## config.mk

```make
export PLATFORM = sky130hd
export DESIGN_NAME = wb_scoreboard_flat
export DESIGN_NICKNAME = d
export VERILOG_FILES = /design/src/rtl/wb_scoreboard_if.sv /design/src/rtl/wb_scoreboard.sv /design/src/flat_wrapper.sv
export SDC_FILE = /design/constraint.sdc
export NUM_CORES = 1
export LEC_CHECK = 0
export BUFFER_PORTS_ARGS = -buffer_cell sky130_fd_sc_hd__clkbuf_2
export CORE_UTILIZATION = 52
export CTS_CLUSTER_SIZE = 12
export DETAILED_ROUTE_END_ITERATION = 12
export HOLD_SLACK_MARGIN = 0.05
export PLACE_DENSITY = 0.79
export REMOVE_ABC_BUFFERS = 1
export SETUP_SLACK_MARGIN = 0.02
export SYNTH_ARGS = -nofsm -noshare
export SYNTH_HDL_FRONTEND = slang
export SYNTH_SLANG_ARGS = --single-unit
```

## constraint.sdc

```tcl
create_clock -name clk -period 3.2 [get_ports clk]
set_clock_uncertainty 0.05 [all_clocks]
set_input_delay 0.32 -clock clk [delete_from_list [all_inputs] [get_ports clk]]
set_output_delay 0.32 -clock clk [all_outputs]
set_load 0.005 [all_outputs]
```

## src/rtl/wb_scoreboard_if.sv

```systemverilog
// Writeback/scoreboard bus: decode issue port, ALU and load result offers,
// and the registered register-file write port.
interface wb_scoreboard_if #(
   parameter int unsigned mode = 32,
   parameter int unsigned aw   = 5
);
   logic            issue_valid;
   logic            issue_wr;
   logic [aw-1:0]   issue_rd;
   logic [aw-1:0]   issue_rs1;
   logic [aw-1:0]   issue_rs2;
   logic            hazard;

   logic            alu_valid;
   logic [aw-1:0]   alu_rd;
   logic [mode-1:0] alu_data;
   logic            alu_ready;

   logic            ld_valid;
   logic [aw-1:0]   ld_rd;
   logic [mode-1:0] ld_data;
   logic            ld_ready;

   logic            write;
   logic [aw-1:0]   sel_write_reg;
   logic [mode-1:0] data_in;
   logic            err;

   modport slave (
      input  issue_valid, issue_wr, issue_rd, issue_rs1, issue_rs2,
      input  alu_valid, alu_rd, alu_data,
      input  ld_valid, ld_rd, ld_data,
      output hazard, alu_ready, ld_ready,
      output write, sel_write_reg, data_in, err
   );

   modport master (
      output issue_valid, issue_wr, issue_rd, issue_rs1, issue_rs2,
      output alu_valid, alu_rd, alu_data,
      output ld_valid, ld_rd, ld_data,
      input  hazard, alu_ready, ld_ready,
      input  write, sel_write_reg, data_in, err
   );
endinterface

```

## src/rtl/wb_scoreboard.sv

```systemverilog
// Writeback arbiter (ALU vs load, round-robin) feeding the register file's
// single registered write port, plus per-register pending scoreboard that
// raises a decode stall on RAW/WAW hazards.
module wb_scoreboard #(
   parameter int unsigned mode       = 32,
   parameter int unsigned reg_number = 32
) (
   input logic            clk,
   input logic            reset_n,
   wb_scoreboard_if.slave bus
);
   localparam int unsigned aw = $clog2(reg_number);

   typedef enum logic {
      GRANT_ALU = 1'b0,
      GRANT_LD  = 1'b1
   } grant_e;

   logic [reg_number-1:0] pending_q, pending_d;
   grant_e                last_grant_q, last_grant_d;
   logic                  write_q, write_d;
   logic [aw-1:0]         sel_write_reg_q, sel_write_reg_d;
   logic [mode-1:0]       data_in_q, data_in_d;
   logic                  err_q, err_d;

   logic                  hazard_c;
   logic                  issue_c;
   logic                  alu_gnt_c;
   logic                  ld_gnt_c;
   logic [aw-1:0]         acc_rd_c;
   logic [mode-1:0]       acc_data_c;

   // Stall decode while any operand or the destination awaits writeback
   always_comb begin
      hazard_c = 1'b0;
      if (bus.issue_valid) begin
         hazard_c = pending_q[bus.issue_rs1] | pending_q[bus.issue_rs2] |
                    (bus.issue_wr & pending_q[bus.issue_rd]);
      end
      issue_c = bus.issue_valid & ~hazard_c;
   end

   // Round-robin grant: on a tie the source not granted last time wins
   always_comb begin
      alu_gnt_c = 1'b0;
      ld_gnt_c  = 1'b0;
      if (bus.alu_valid && bus.ld_valid) begin
         if (last_grant_q == GRANT_ALU) ld_gnt_c  = 1'b1;
         else                           alu_gnt_c = 1'b1;
      end else begin
         alu_gnt_c = bus.alu_valid;
         ld_gnt_c  = bus.ld_valid;
      end
      acc_rd_c   = ld_gnt_c ? bus.ld_rd   : bus.alu_rd;
      acc_data_c = ld_gnt_c ? bus.ld_data : bus.alu_data;
   end

   // Next state: pending clear on write, set on issue (set applied last so
   // it wins), accepted result loads the write port, sticky error
   always_comb begin
      pending_d       = pending_q;
      last_grant_d    = last_grant_q;
      write_d         = 1'b0;
      sel_write_reg_d = sel_write_reg_q;
      data_in_d       = data_in_q;
      err_d           = err_q;

      if (write_q) pending_d[sel_write_reg_q] = 1'b0;
      if (issue_c && bus.issue_wr && (bus.issue_rd != '0)) pending_d[bus.issue_rd] = 1'b1;

      if (alu_gnt_c || ld_gnt_c) begin
         last_grant_d = ld_gnt_c ? GRANT_LD : GRANT_ALU;
         if (acc_rd_c != '0) begin
            write_d         = 1'b1;
            sel_write_reg_d = acc_rd_c;
            data_in_d       = acc_data_c;
            if (!pending_q[acc_rd_c]) err_d = 1'b1;
         end
      end
   end

   // State registers
   always_ff @(posedge clk or negedge reset_n) begin
      if (!reset_n) begin
         pending_q       <= '0;
         last_grant_q    <= GRANT_ALU;
         write_q         <= 1'b0;
         sel_write_reg_q <= '0;
         data_in_q       <= '0;
         err_q           <= 1'b0;
      end else begin
         pending_q       <= pending_d;
         last_grant_q    <= last_grant_d;
         write_q         <= write_d;
         sel_write_reg_q <= sel_write_reg_d;
         data_in_q       <= data_in_d;
         err_q           <= err_d;
      end
   end

   assign bus.hazard        = hazard_c;
   assign bus.alu_ready     = alu_gnt_c;
   assign bus.ld_ready      = ld_gnt_c;
   assign bus.write         = write_q;
   assign bus.sel_write_reg = sel_write_reg_q;
   assign bus.data_in       = data_in_q;
   assign bus.err           = err_q;
endmodule

```

## src/flat_wrapper.sv

```systemverilog
// flat-port wrapper written by rule: the top's interface ports become plain ports
module wb_scoreboard_flat 
#(
   parameter int unsigned mode       = 32,
   parameter int unsigned reg_number = 32
)
  (clk, reset_n, bus_issue_valid, bus_issue_wr, bus_issue_rd, bus_issue_rs1, bus_issue_rs2, bus_alu_valid, bus_alu_rd, bus_alu_data, bus_ld_valid, bus_ld_rd, bus_ld_data, bus_hazard, bus_alu_ready, bus_ld_ready, bus_write, bus_sel_write_reg, bus_data_in, bus_err);
  wb_scoreboard_if #(.mode(mode), .aw((5))) bus_i ();
  input logic clk;
  input logic reset_n;
  input wire logic [$bits(bus_i.issue_valid)-1:0] bus_issue_valid;
  input wire logic [$bits(bus_i.issue_wr)-1:0] bus_issue_wr;
  input wire logic [$bits(bus_i.issue_rd)-1:0] bus_issue_rd;
  input wire logic [$bits(bus_i.issue_rs1)-1:0] bus_issue_rs1;
  input wire logic [$bits(bus_i.issue_rs2)-1:0] bus_issue_rs2;
  input wire logic [$bits(bus_i.alu_valid)-1:0] bus_alu_valid;
  input wire logic [$bits(bus_i.alu_rd)-1:0] bus_alu_rd;
  input wire logic [$bits(bus_i.alu_data)-1:0] bus_alu_data;
  input wire logic [$bits(bus_i.ld_valid)-1:0] bus_ld_valid;
  input wire logic [$bits(bus_i.ld_rd)-1:0] bus_ld_rd;
  input wire logic [$bits(bus_i.ld_data)-1:0] bus_ld_data;
  output wire logic [$bits(bus_i.hazard)-1:0] bus_hazard;
  output wire logic [$bits(bus_i.alu_ready)-1:0] bus_alu_ready;
  output wire logic [$bits(bus_i.ld_ready)-1:0] bus_ld_ready;
  output wire logic [$bits(bus_i.write)-1:0] bus_write;
  output wire logic [$bits(bus_i.sel_write_reg)-1:0] bus_sel_write_reg;
  output wire logic [$bits(bus_i.data_in)-1:0] bus_data_in;
  output wire logic [$bits(bus_i.err)-1:0] bus_err;
  assign bus_i.issue_valid = bus_issue_valid;
  assign bus_i.issue_wr = bus_issue_wr;
  assign bus_i.issue_rd = bus_issue_rd;
  assign bus_i.issue_rs1 = bus_issue_rs1;
  assign bus_i.issue_rs2 = bus_issue_rs2;
  assign bus_i.alu_valid = bus_alu_valid;
  assign bus_i.alu_rd = bus_alu_rd;
  assign bus_i.alu_data = bus_alu_data;
  assign bus_i.ld_valid = bus_ld_valid;
  assign bus_i.ld_rd = bus_ld_rd;
  assign bus_i.ld_data = bus_ld_data;
  assign bus_hazard = bus_i.hazard;
  assign bus_alu_ready = bus_i.alu_ready;
  assign bus_ld_ready = bus_i.ld_ready;
  assign bus_write = bus_i.write;
  assign bus_sel_write_reg = bus_i.sel_write_reg;
  assign bus_data_in = bus_i.data_in;
  assign bus_err = bus_i.err;
  wb_scoreboard #(.mode(mode), .reg_number(reg_number)) u_core (.clk(clk), .reset_n(reset_n), .bus(bus_i));
endmodule
```

==> impl_metrics.yaml <==
timing:
  tns_ps: 0
  finalHoldViolations: 0
  max_slew_margin_pct: 51.3
  fin_ws_ps: 203
  final-setup-viol-count: 0
  grt_setup_unrepaired: "false"
  post-route-period-util_pct: 93.7
  slew_viol_final: 0
  tightest_slew_ps: 724
  min_period_ps: 3000
  timing.fmax_mhz: 334
global_routing:
  grt_overflow_total: 0
  grt_start_max_net_pins: 76
  grt_pass1_wl_um: 22100
  grt_pass1_vias: 4272
  antenna_found_initial: 0
  grtUsageTotal_pct: 33.0
finish:
  drive_gt1_share_pct: 34.0
  stdcell_area_um2: 5510
  fin_nets: 701
  final_cells: 714
  n_antenna_cell: 0
  n_fill_cell: 636
  syn2layout_area_growth_pct: 22.4
floorplan:
  die_w_um: 95.0
  start_util_pct: 54.2
  rows: 33
  die_area_um2: 9030
  die_h_um: 95.0
  io_pins: 137
  core-area_um2: 8300
setup_path:
  crit_required_ps: 2830
  r2r_cells: 7
  critPathKind: "reg2out"
  endpoint: "bus_hazard"
  rr_startpoint: "u_core.pending_q[25]$_DFF_PN0_"
  critPathMaxFanout: 5
  r2r-end: "u_core.pending_q[17]$_DFF_PN0_"
  arrival_ps: 2630
  setup.worst_path.start_class: "flip-flop"
  end_kind: "output pin"
  rrSetupSlack_ps: 310
  startpoint: "u_core.pending_q[16]$_DFF_PN0_"
cts:
  htree_levels: 3
  clockBufferDepth: 2
  clk_pin_slew_worst_paths_ps: 80
  cts_root_buf: "clkbuf_8"
  cts-resized-gates: 0
  clk_latency_ps: 340
  cts_num_sinks: 72
  numCtsBuffers: 9
  cts_tree: "yes"
yosys:
  synthXorXnorAreaFrac_pct: 0
  muxShareOfSynthArea_pct: 20.8
  synth_top_area_share_pct: 40.0
  syn_area_um2: 4500
  synthCells: 476
  synth_top_family_by_area: "multiplexers"
  ys_warn_count: 0
  yosysTopAreaCell: "dfrtp_1"
  yosys-top-cells-area: "dfrtp_1 40%, mux4_2 15%, o21ai_0 6.8%"
  synthAdderAreaFrac_pct: 0
  avgSynthCellArea_um2: 9.45
  ys_seq_area_share_pct: 40.0
  yosysUniqueCellTypes: 43
  synth_seq_cells: 72
  synth_compound_area_share_pct: 17.5
  synthSimpleGateAreaFrac_pct: 17.9
run:
  cap_violations: 0
route:
  wl_per_cell_um: 20.0
  drt_iter0_markers: 422
  finalWirelength_um: 14300
  ant_nets: 0
  routed_via_density: 6.42
  drc: 0
  vias: 4584
  firstDrtPassIters: 7
place:
  place_area_um2: 5320
  hpwl_um: 10300
  dp_cells: 698
  io_buffers: 136
  gp_congestion: 0.991
  post-place-ws_ps: 174
min_path:
  holdCritPathClass: "in2reg"
power:
  irDropWorstVdd_v: 0.000386
  power_leakage_nw: 2.53
  power_density_nw_per_um2: 659
  power_frac_comb_pct: 36.2
  p_sw_mw: 1.41
  internal_power_mw: 2.22
  seq_power_share_pct: 44.9
  pwr-share-clk_pct: 19.0
  switching_share_pct: 38.8
outcome:
  status: "complete, no violations"
## synth_stat cells
library cell	number
a211oi_1	3
a211oi_4	1
a21bo_2	1
a21boi_0	3
a21oi_1	6
a221o_1	1
a221oi_1	2
a222oi_1	1
a22oi_1	1
a31oi_1	36
a41o_1	1
a41oi_1	2
and2_1	2
buf_1	4
buf_2	1
buf_4	1
clkbuf_1	24
dfrtp_1	72
inv_1	13
mux2_2	5
mux2i_1	19
mux2i_2	1
mux4_2	30
nand2_1	81
nand2b_1	1
nand3_1	9
nand3b_1	12
nand4_1	1
nand4_2	4
nand4b_1	2
nor2_1	50
nor2b_1	5
nor3b_1	1
nor4_1	1
nor4_2	1
o211ai_1	1
o21a_1	1
o21ai_0	61
o21ai_1	4
o22ai_1	6
o31ai_1	1
or3_1	2
or3b_2	2
## per-stage QoR
stage / utilization, % / hold WS (ps) / total power [mW]
after floorplan: - / -25.6 / 2.25
after global placement: 64.1 / 145 / 2.83
after detailed placement: 64.1 / 146 / 2.87
after CTS: 66.3 / 122 / 3.55
after global routing: 66.4 / 128 / 3.80
final: 66.4 / 129 / 3.63
## power groups by stage
stage	Sequential, mW	Clock [mW]	Combinational (mW)
floorplan	1.40	0	0.844
global placement	1.59	0	1.24
detailed placement	1.59	0	1.28
CTS	1.58	0.688	1.28
global route	1.63	0.738	1.43
finish	1.63	0.688	1.31
## metal layers
layer	part of all wire, %	track usage (%)	wire (um)	up-vias
li1	-	-	-	2019
met1	38	44.2	5390	2199
met2	48	53.1	6920	310
met3	11	7.34	1510	56
met4	3.4	11.7	493	0
met5	0	0	0	-
## how the worst min path moves through the flow
stage / cells past startpoint / from / endpoint
2_1_floorplan: 0 / reset_n / u_core.bus.data_in[0]$_DFFE_PN0P_
3_3_place_gp: 1 / reset_n / u_core.bus.data_in[6]$_DFFE_PN0P_
3_5_place_dp: 1 / reset_n / u_core.bus.data_in[6]$_DFFE_PN0P_
4_1_cts: 2 / bus_alu_valid / u_core.last_grant_q$_DFFE_PN0P_
5_1_grt: 2 / bus_alu_valid / u_core.last_grant_q$_DFFE_PN0P_
6_report: 2 / bus_alu_valid / u_core.last_grant_q$_DFFE_PN0P_
## layout by cell type, fill, tap and decap left out, drive strengths merged, types with 2 or more instances in the layout
| master | n |
|---|---|
| dfrtp | 72 |
| inv | 13 |
| nand3 | 9 |
| nand2 | 81 |
| a31oi | 36 |
| nand4b | 2 |
| clkbuf | 145 |
| nand3b | 12 |
| mux4 | 30 |
| a41oi | 2 |
| o22ai | 6 |
| buf | 13 |
| a21oi | 6 |
| nor4 | 2 |
| nor2 | 50 |
| or3 | 2 |
| or3b | 2 |
| a221oi | 2 |
| mux2 | 5 |
| mux2i | 20 |
| o21ai | 65 |
| nand4 | 5 |
| and2 | 2 |
| clkinv | 2 |
| a21boi | 3 |
| nor2b | 5 |
| a211oi | 4 |
## kinds of logic (layout without fill, tap and decap cells)
| family | after synthesis | count (layout) |
|---|---|---|
| buffers and inverters | 43 | 176 |
| flip-flops | 72 | 72 |
| multiplexers | 55 | 55 |
| AO/OA/AOI/OAI | 132 | 132 |
| AND/OR/NAND/NOR | 174 | 174 |
## timing repair
| item | 4_1_cts | 5_1_grt |
|---|---|---|
| endpoints found under the hold margin | 8 | 0 |
| setup endpoints to repair | 0 | 1 |
| hold buffers | 1 | 0 |
| setup buffers | 0 | 1 |
## cell type report
class	instances	area, um^2	share of cell area (%)
Clock buffer	10	128	2.32
Clock inverter	4	47.5	0.863
Inverter	13	48.8	0.886
Multi-Input combinational cell	361	2550	46.2
Sequential cell	72	1800	32.7
Tap cell	105	131	2.38
Timing Repair Buffer	149	806	14.6
## worst max-delay path, cell delays in order (launching register included)
cell      delay, ps
dfrtp_1         450
buf_4           190
mux4_2          450
inv_1            70
o22ai_1         110
nor4_2          640
nand2b_1        180
a21boi_0         80
clkbuf_2        120
Power figures use the tool's default switching activity.
